<file path="config.mk">
export PLATFORM = sky130hd
export DESIGN_NAME = dsp_mem_loader
export DESIGN_NICKNAME = d
export VERILOG_FILES = /design/src/rtl/dsp_mem_loader_pkg.sv /design/src/rtl/dsp_mem_loader.sv
export SDC_FILE = /design/constraint.sdc
export NUM_CORES = 1
export LEC_CHECK = 0
export ABC_AREA = 1
export BUFFER_PORTS_ARGS = -buffer_cell sky130_fd_sc_hd__buf_2
export CORE_UTILIZATION = 54
export CTS_CLUSTER_DIAMETER = 120
export DETAILED_ROUTE_END_ITERATION = 8
export PLACE_DENSITY = 0.85
export SLEW_MARGIN = 20
export SYNTH_ARGS = -nofsm -noshare
export SYNTH_HDL_FRONTEND = slang
export SYNTH_SLANG_ARGS = --single-unit
export TNS_END_PERCENT = 50
</file>
<file path="constraint.sdc">
create_clock -name clk -period 2.1 [get_ports clk]
set_clock_uncertainty 0.2 [all_clocks]
set_input_delay 0.21 -clock clk [delete_from_list [all_inputs] [get_ports clk]]
set_output_delay 0.21 -clock clk [all_outputs]
set_load 0.03 [all_outputs]
</file>
<file path="src/rtl/dsp_mem_loader_pkg.sv">
// dsp_mem_loader_pkg
//   Shared definitions for the DSP-unit burst loader: FSM state type,
//   header field positions and the burst-length extraction helper.
//   Header word layout (low 32 bits):
//     [31:20]           burst length - 1 (1..4096 data words)
//     [ADDR_WIDTH-1:0]  start address = unit sel | cmd(0)/wave(1) | 12b address
package dsp_mem_loader_pkg;

    typedef enum logic {
        IDLE  = 1'b0,
        BURST = 1'b1
    } loader_state_t;

    localparam int HDR_LEN_LSB = 20;
    localparam int HDR_LEN_W   = 12;
    localparam int WAVE_ADDR_W = 12;

    // Burst length minus one, taken straight from the header word.
    function automatic logic [HDR_LEN_W-1:0] hdr_len(input logic [31:0] word);
        return word[HDR_LEN_LSB +: HDR_LEN_W];
    endfunction

endpackage

</file>
<file path="src/rtl/dsp_mem_loader.sv">
// dsp_mem_loader
//   Converts a valid/ready word stream into the single-word write bus of the
//   DSP-unit bank. A header word selects unit, region and start address; the
//   following N data words are written to consecutive addresses (low 12 bits
//   wrap inside the region).
//
//   Optional feature: define DSP_MEM_LOADER_CHECKSUM_EN to add the `checksum`
//   output (sum of the data words of the most recent completed burst).
//
// Ports
//   clk             in   sole clock
//   reset           in   asynchronous, active-low reset
//   s_data          in   header or data word
//   s_valid         in   word present
//   s_ready         out  word accepted when s_valid & s_ready
//   abort           in   synchronous burst cancel
//   mem_write_addr  out  write address (unit sel | cmd/wave | 12b addr)
//   mem_write_data  out  write data
//   mem_write_en    out  one-cycle write strobe
//   busy            out  a burst is in progress
//   done            out  pulses with the write of the final data word
//   err_unit        out  sticky: header selected a non-existent unit
//   err_wrap        out  sticky: burst crossed the 12b address boundary
//   checksum        out  (DSP_MEM_LOADER_CHECKSUM_EN only) last burst data sum
import dsp_mem_loader_pkg::*;

module dsp_mem_loader #(
    parameter  int DATA_WIDTH = 32,
    parameter  int N_DSP_UNIT = 2,
    localparam int ADDR_WIDTH = 13 + $clog2(N_DSP_UNIT)
) (
    input  logic                  clk,
    input  logic                  reset,
    input  logic [DATA_WIDTH-1:0] s_data,
    input  logic                  s_valid,
    output logic                  s_ready,
    input  logic                  abort,
    output logic [ADDR_WIDTH-1:0] mem_write_addr,
    output logic [DATA_WIDTH-1:0] mem_write_data,
    output logic                  mem_write_en,
    output logic                  busy,
    output logic                  done,
    output logic                  err_unit,
`ifdef DSP_MEM_LOADER_CHECKSUM_EN
    output logic                  err_wrap,
    output logic [DATA_WIDTH-1:0] checksum
`else
    output logic                  err_wrap
`endif
);

    localparam int UNIT_LSB = WAVE_ADDR_W + 1;

    loader_state_t state_q, state_d;

    logic hs;
    logic capture;
    logic word_fire;
    logic last_word;

    logic [ADDR_WIDTH-1:0] hdr_addr;
    logic [31:0]           hdr_unit;
    logic                  hdr_bad_unit;

    logic [ADDR_WIDTH-1:0] addr_q, addr_d;
    logic [HDR_LEN_W-1:0]  remain_q, remain_d;
    logic                  bad_unit_q, bad_unit_d;
    logic                  first_q, first_d;
    logic [ADDR_WIDTH-1:0] wr_addr_q, wr_addr_d;
    logic [DATA_WIDTH-1:0] wr_data_q, wr_data_d;
    logic                  wr_en_q, wr_en_d;
    logic                  done_q, done_d;
    logic                  err_unit_q, err_unit_d;
    logic                  err_wrap_q, err_wrap_d;
`ifdef DSP_MEM_LOADER_CHECKSUM_EN
    logic [DATA_WIDTH-1:0] sum_q, sum_d;
    logic [DATA_WIDTH-1:0] checksum_q, checksum_d;
`endif

    // The loader only stalls while in reset or while a cancel is requested,
    // so an aborted cycle never consumes a word.
    assign s_ready = reset & ~abort;
    assign hs      = s_valid & s_ready;

    assign hdr_addr     = s_data[ADDR_WIDTH-1:0];
    assign hdr_unit     = 32'(hdr_addr) >> UNIT_LSB;
    assign hdr_bad_unit = (hdr_unit >= 32'(N_DSP_UNIT));

    // ---------------- FSM: state register ----------------
    always_ff @(posedge clk or negedge reset) begin
        if (!reset) begin
            state_q <= IDLE;
        end else begin
            state_q <= state_d;
        end
    end

    // ---------------- FSM: next state ----------------
    always_comb begin
        state_d = state_q;
        if (abort) begin
            state_d = IDLE;
        end else begin
            case (state_q)
                IDLE:    if (hs) state_d = BURST;
                BURST:   if (hs && remain_q == '0) state_d = IDLE;
                default: state_d = IDLE;
            endcase
        end
    end

    // ---------------- FSM: outputs / control strobes ----------------
    always_comb begin
        capture   = 1'b0;
        word_fire = 1'b0;
        last_word = 1'b0;
        busy      = 1'b0;
        case (state_q)
            IDLE: begin
                capture = hs;
            end
            BURST: begin
                busy      = 1'b1;
                word_fire = hs;
                last_word = hs && (remain_q == '0);
            end
            default: ;
        endcase
    end

    // ---------------- datapath next-state ----------------
    always_comb begin
        addr_d     = addr_q;
        remain_d   = remain_q;
        bad_unit_d = bad_unit_q;
        first_d    = first_q;
        wr_addr_d  = wr_addr_q;
        wr_data_d  = wr_data_q;
        wr_en_d    = 1'b0;
        done_d     = 1'b0;
        err_unit_d = err_unit_q;
        err_wrap_d = err_wrap_q;
`ifdef DSP_MEM_LOADER_CHECKSUM_EN
        sum_d      = sum_q;
        checksum_d = checksum_q;
`endif
        if (abort) begin
            remain_d = '0;
        end else if (capture) begin
            addr_d     = hdr_addr;
            remain_d   = hdr_len(s_data[31:0]);
            bad_unit_d = hdr_bad_unit;
            first_d    = 1'b1;
            err_unit_d = hdr_bad_unit;
            err_wrap_d = 1'b0;
`ifdef DSP_MEM_LOADER_CHECKSUM_EN
            sum_d      = '0;
`endif
        end else if (word_fire) begin
            wr_addr_d = addr_q;
            wr_data_d = s_data;
            // A non-existent unit still consumes its data; only the strobe is
            // suppressed.
            wr_en_d   = ~bad_unit_q;
            done_d    = last_word;
            first_d   = 1'b0;
            addr_d    = {addr_q[ADDR_WIDTH-1:WAVE_ADDR_W],
                         addr_q[WAVE_ADDR_W-1:0] + WAVE_ADDR_W'(1)};
            // Writing low address 0 anywhere but the first word means the
            // previous word was at 0xFFF, i.e. the burst wrapped.
            if (!first_q && addr_q[WAVE_ADDR_W-1:0] == '0) begin
                err_wrap_d = 1'b1;
            end
            if (!last_word) begin
                remain_d = remain_q - HDR_LEN_W'(1);
            end
`ifdef DSP_MEM_LOADER_CHECKSUM_EN
            sum_d = sum_q + s_data;
            if (last_word) begin
                checksum_d = sum_q + s_data;
            end
`endif
        end
    end

    // ---------------- datapath registers ----------------
    always_ff @(posedge clk or negedge reset) begin
        if (!reset) begin
            addr_q     <= '0;
            remain_q   <= '0;
            bad_unit_q <= 1'b0;
            first_q    <= 1'b0;
            wr_addr_q  <= '0;
            wr_data_q  <= '0;
            wr_en_q    <= 1'b0;
            done_q     <= 1'b0;
            err_unit_q <= 1'b0;
            err_wrap_q <= 1'b0;
`ifdef DSP_MEM_LOADER_CHECKSUM_EN
            sum_q      <= '0;
            checksum_q <= '0;
`endif
        end else begin
            addr_q     <= addr_d;
            remain_q   <= remain_d;
            bad_unit_q <= bad_unit_d;
            first_q    <= first_d;
            wr_addr_q  <= wr_addr_d;
            wr_data_q  <= wr_data_d;
            wr_en_q    <= wr_en_d;
            done_q     <= done_d;
            err_unit_q <= err_unit_d;
            err_wrap_q <= err_wrap_d;
`ifdef DSP_MEM_LOADER_CHECKSUM_EN
            sum_q      <= sum_d;
            checksum_q <= checksum_d;
`endif
        end
    end

    assign mem_write_addr = wr_addr_q;
    assign mem_write_data = wr_data_q;
    assign mem_write_en   = wr_en_q;
    assign done           = done_q;
    assign err_unit       = err_unit_q;
    assign err_wrap       = err_wrap_q;
`ifdef DSP_MEM_LOADER_CHECKSUM_EN
    assign checksum       = checksum_q;
`endif

endmodule

</file>
Word level (Yosys, flattened, before mapping)

Cells that the tools add are included.

Bitwise gates (word level): 6
Magnitude comparators: 1
$add $sub $neg: 2
Equal/unequal tests: 1
Reductions and logical operators: 13
Mux-type cells: 25

Operators by type and width:

| kind                    | count |
|---|---|
| $mux W12                | 5 |
| $logic_not A12 Y1       | 2 |
| $mux W1                 | 18 |
| $mux W14                | 1 |
| $add A12 B1 Y12 const B | 1 |
| $sub A12 B1 Y12 const B | 1 |
| $reduce_and A2 Y1       | 3 |
| $reduce_and A3 Y1       | 2 |
| $not A1 Y1              | 4 |
| $reduce_bool A2 Y1      | 2 |
| $ne A3 B3 Y1 const B    | 1 |
| $reduce_bool A3 Y1      | 1 |
| $and A1 B1 Y1           | 2 |
| $ge A1 B2 Y1 const B    | 1 |
| $logic_and A1 B1 Y1     | 2 |
| $pmux W1 S2             | 1 |
| $logic_not A1 Y1        | 1 |

Input bits: 36
Register bits after elaboration: 78
Output and inout port bits: 52
Logic and storage cells: 59

Depth between registers and ports, before layout

Depth after elaboration: 9
Depth in mapped cells: 10
Gate-level depth less buffers: 9

Worst setup path after synthesis

OpenSTA, ideal clock, no wires.

Path type: register -> register
Start point: register state_q
End point: register remain_q[5]
Required time: 1.783 ns
Library setup time: 0.117 ns
Arrival time: 1.319 ns
Period minus slack after synthesis: 1.636 ns
Buffers on the path: 1
Cell stages (with the launch flop): 9
Slack: 0.464 ns
Cells stage by stage: dfrtp_1 > inv_2 > nor2_8 > nand3_2 > nand2_2 > buf_4 > nor2_1 > nand2_1 > nand2_1

Word-level cells in the longest chain between the ends: 3
Elaborated cells on any way between the ends: 8
Those cells by class: eq/ne: 1; mux: 5; reduce/logical: 2

Ends and longest elaborated chain:

| what                                                                  | line                  | text |
|---|---|---|
| from (decl)                                                           | dsp_mem_loader.sv:54  | `loader_state_t state_q, state_d;` |
| from (signal assigned)                                                | dsp_mem_loader.sv:94  | `state_q <= state_d;` |
| $mux W1                                                               | dsp_mem_loader.sv:118 | `case (state_q)` |
| $ne A3 B3 Y1 (no source line), or another cell as far along           | -                     |  |
| $reduce_and A2 Y1 (no source line) / $mux W12 (equally long branches) | -                     |  |
| to (signal assigned)                                                  | dsp_mem_loader.sv:205 | `remain_q <= remain_d;` |
| to (decl)                                                             | dsp_mem_loader.sv:66  | `logic [HDR_LEN_W-1:0] remain_q, remain_d;` |

Parallel ways exist; a longest one is shown, timed or not.
A chain may end at the register's enable or synchronous reset.

Worst setup path in the final report

Start point: input port reset
End point: register wr_addr_q[8] (netlist: mem_write_addr[8])

Word-level cells in the longest chain between the ends: 5
Elaborated cells on any way between the ends: 6
Those cells by class: mux: 2; bitwise: 3; reduce/logical: 1

Ends and longest elaborated chain:

| what                                 | line                  | text |
|---|---|---|
| from (decl)                          | dsp_mem_loader.sv:33  | `input logic reset,` |
| $and A1 B1 Y1 *                      | dsp_mem_loader.sv:82  | `assign s_ready = reset & ~abort;` |
| $and A1 B1 Y1 *                      | dsp_mem_loader.sv:83  | `assign hs = s_valid & s_ready;` |
| $mux W1                              | dsp_mem_loader.sv:118 |  |
| $not A1 Y1 (no source line)          | -                     |  |
| $reduce_and A3 Y1 (no source line) * | -                     |  |
| to (signal assigned)                 | dsp_mem_loader.sv:208 | `wr_addr_q <= wr_addr_d;` |
| to (decl)                            | dsp_mem_loader.sv:69  | `logic [ADDR_WIDTH-1:0] wr_addr_q, wr_addr_d;` |

Mark *: on every way between the ends. The rest lies on a longest branch, timed or not.

==> impl_summary.log <==
[metrics] r2r endpoint: remain_q[3]$_DFFE_PN0P_
[metrics] Area Overhead vs Synth: 27.11%
[metrics] final period utilization: 0.9200
[metrics] mean number of vias per cell: 5.134
[metrics] max-slew violation total from the final report: 0
[metrics] XOR/XNOR Fraction of Synth Area: 0.009180
[metrics] area share of the leading cell type in the synthesized netlist: 0.5049
[metrics] top flip-flop cell by instance count after synthesis: dfrtp_1
[metrics] overall die height: around 86 um
[metrics] routed via count: 3650
[metrics] number of different library cells in the post-synthesis netlist: 32
[metrics] Cell Count, Final, Fillers Out: 711
[metrics] termination of the worst setup path: mem_write_addr[8]$_DFFE_PN0P_
[metrics] sequential cell area in the final layout: 1927 um2
[metrics] headroom to the max-slew limit: 0.3530
[metrics] cell family with most CP delay: buffers and inverters
[metrics] antenna violations before repair: 0
[metrics] CP bufs+invs: 4
[metrics] crit path max-delay cell type: dlygate4sd3_1
[metrics] RSZ-0062 raised after global routing: false
[metrics] detailed-router iteration count before antenna repair: 5
[metrics] wirelength, routed: 9945 um
[metrics] largest net degree at the start of global routing: 78
[metrics] worst r2r src: remain_q[0]$_DFFE_PN0P_
[metrics] register area share after synthesis: 0.5049
[metrics] number of routed nets with antenna violations: 0
[metrics] cell breakdown of the critical path: dlygate4sd3_1, buf_4, nand3_4, inv_2, nand2_2, buf_4, nand2_1, o21ai_0
[metrics] global-route wire length before repair: 16270 um
[metrics] Setup crit end kind: flop
[metrics] mean area per synthesized cell: 7.804 um2
[metrics] worst hold-check slack: 0.02930 ns
[metrics] total clock buffers created by CTS: 9
[metrics] cell chosen for the clock root: clkbuf_8
[metrics] Net Count, Synth: 529
[metrics] instance count of the mapped netlist: 489
[metrics] Finish-stage setup viols: 0
[metrics] final weighted congestion in routability-driven placement: 0.9829
[metrics] vias in the first global route: between 3000 and 4000
[metrics] largest area contributor in the netlist: dfrtp_1
[metrics] setup slack of the worst register-to-register path: around 0.28 ns
[metrics] Port-buffer cells: 86
[metrics] FILL cells: 546
[metrics] count of cells along the worst register-to-register path: 9
[metrics] Placeable Area: around 6800 um2
[metrics] WL per Instance: 13.99 um
[metrics] ant diodes: 0
[metrics] layout cell share with drive strength beyond 1: 0.2114
[metrics] type of the tightest min-delay check: in2reg
[metrics] multi-input gate area in the final layout: 1620 um2
[metrics] cell repeated most along the worst path: buf_4
[metrics] H-tree lvl count: 3
[metrics] pre-CTS setup slack: 0.1767 ns
[metrics] upper clock frequency limit: 517.6 MHz
[metrics] data required time of the critical path: 2.14 ns
[metrics] type of origin of the critical path: primary input
[metrics] post-route setup slack: 0.1681 ns
[metrics] area share of fa/ha/maj cells after synthesis: 0.01311
[metrics] startpoint of the worst setup timing path: reset
[metrics] HPWL reported at the end of detailed placement: 6740 um
[metrics] Core Rows: 30
[metrics] static leakage power: 2.707 nW
[metrics] Longest Clk Path Bufs: 2
[metrics] cell total after placement: around 660
[metrics] post-synthesis compound-gate area fraction: 0.07082
[metrics] Async SR Flop Fraction: 1.000
[metrics] number of synthesized flops with an enable pin: 0
[metrics] clock slew seen by the registers of the worst setup and hold paths: about 0.090 ns
[metrics] starting density of the core: 0.5617
[metrics] synth top area cells: dfrtp_1 50%, nand2_1 21%, nor2_1 4.8%
[metrics] overall fraction of global-route tracks in use: 0.2862
[metrics] critical path start-end classification: in2reg
[metrics] hold path cells: 3
[metrics] number of primary I/O pins: 88
[metrics] clock period minus worst slack: 1.932 ns
[metrics] arrival time at the worst endpoint: about 2.0 ns
[metrics] overflow left after global routing: 0
[metrics] VDD IR max: ~0.56 mV
[metrics] list of most frequent post-synthesis cells: 209 x nand2_1, 77 x dfrtp_1, 49 x nor2_1
[metrics] ratio of total power to cell area: 998.0 nW/um2
[metrics] cell count along the critical path: 8
[metrics] number of max-cap violations: 0
[metrics] leading cell type by number of instances after synthesis: nand2_1
[metrics] maximum fanout encountered on the critical timing path: 18
[metrics] overall die area: 7407 um2
[metrics] Synthesis Warnings: 0
[metrics] layout net count: between 600 and 700
[metrics] clock tree from TritonCTS: yes
[metrics] Synth Area in Simple Gates: 0.3285
[metrics] First DRT Iteration DRCs: 188
[metrics] outcome: completed
[metrics] Least-Margin Pin Slew: 0.9705 ns
[metrics] post-synthesis cell area: 3816 um2
[metrics] CP max stage delay: 0.53 ns
[metrics] Sinks on Clock Net: 77
[metrics] multiplexer share of the synthesized area: 0
[metrics] clock latency of the later-clocked register in the worst-skew pair: 0.36 ns
[metrics] final number of hold-violating endpoints: 0
[metrics] DRC Markers: 0
[metrics] flip-flop and latch count after synthesis: 77
[metrics] Die Wd: 86.07 um
[metrics] main combinational cell family by area after synthesis: simple AND/OR/NAND/NOR gates
[metrics] sum of negative setup slack: 0 ns
-- metal layers --
layer  up-vias  GRT usage  share of wire  wire [um]
li1       1780          -              -          -
met1      1712     0.3247           0.40       3981
met2       139     0.5144           0.52       5137
met3        19    0.07315          0.063        624
met4         0     0.1121          0.020        201
met5         -          0              0          0
-- worst min-delay path by stage --
stage | startpoint | end
after floorplan | reset | addr_q[0]$_DFFE_PN0P_
after global placement | s_data[19] | mem_write_data[19]$_DFFE_PN0P_
after detailed placement | s_data[17] | mem_write_data[17]$_DFFE_PN0P_
after CTS | abort | state_q$_DFF_PN0_
after global routing | abort | state_q$_DFF_PN0_
final | abort | state_q$_DFF_PN0_
-- cells by family after synthesis --
group | Yosys count
AOI/OAI and AO/OA | 46
xor gates and xnor gates | 4
adders and majority gates | 4
buffers and inverters | 54
DFF | 77
other | 1
and+or+nand+nor | 303
-- worst reg2reg max path, stage by stage, from the launching register on --
cell and delay, ns:
dfrtp_1 0.42, inv_1 0.15, ha_1 0.19, nand2_1 0.06, nor2_1 0.13, nand3_2 0.12, nand2_4 0.21, nand2_1 0.11
nand2_1 0.08, nand2_1 0.05
-- flip-flops by register name (all words and copies together) (netlist names) --
signal,cells
addr_q,14
mem_write_addr,14
first_q,1
mem_write_en,1
err_wrap,1
mem_write_data,32
remain_q,12
state_q,1
done,1
-- report_power, final --
part | switching (W) | internal, W | total (W)
clock | 0.000602 | 0.000567 | 0.00117
sequential | 0.000217 | 0.00180 | 0.00202
combinational | 0.00113 | 0.000527 | 0.00165
-- placed cells by master (no fill, tap or decap), types with 2 or more instances in the layout --
cell / instances
a21oi_1: 4
buf_2: 85
buf_4: 13
clkbuf_8: 9
dfrtp_1: 77
dlygate4sd3_1: 33
ha_1: 4
inv_1: 29
inv_2: 3
inv_6: 3
nand2_1: 208
nand2_2: 2
nand3_1: 33
nand4_1: 4
nor2_1: 49
o21ai_0: 26
o21ai_1: 2
o21ai_2: 4
o221ai_1: 2
o22ai_1: 5
xnor2_1: 2
xor2_1: 2
-- what timing repair did --
| item | CTS | global route |
|---|---|---|
| endpoints found under the setup margin | 0 | 6 |
| resized for setup | 0 | 4 |
| endpoints found under the hold margin | 121 | 0 |
| hold buffers | 33 | 0 |
| buffers inserted | 0 | 0 |
-- layout make-up --
cell class | instances | share of cell area
inverter | 33 | 0.02605
clock buffer | 9 | 0.02554
sequential | 77 | 0.3972
timing repair buffer | 131 | 0.1759
clock inverter | 7 | 0.01651
tap | 96 | 0.02476
multi-input combinational | 358 | 0.3340
-- stage by stage --
stage | util | power (W) | instance area, um2
after floorplan | - | 0.003127 | 3816
after global placement | 0.6339 | 0.003598 | 4307
after detailed placement | 0.6339 | 0.003639 | 4307
after CTS | 0.7125 | 0.004860 | 4841
after global routing | 0.7140 | 0.005115 | 4851
final | 0.7140 | 0.004841 | 4851
Power figures use the tool's default switching activity.
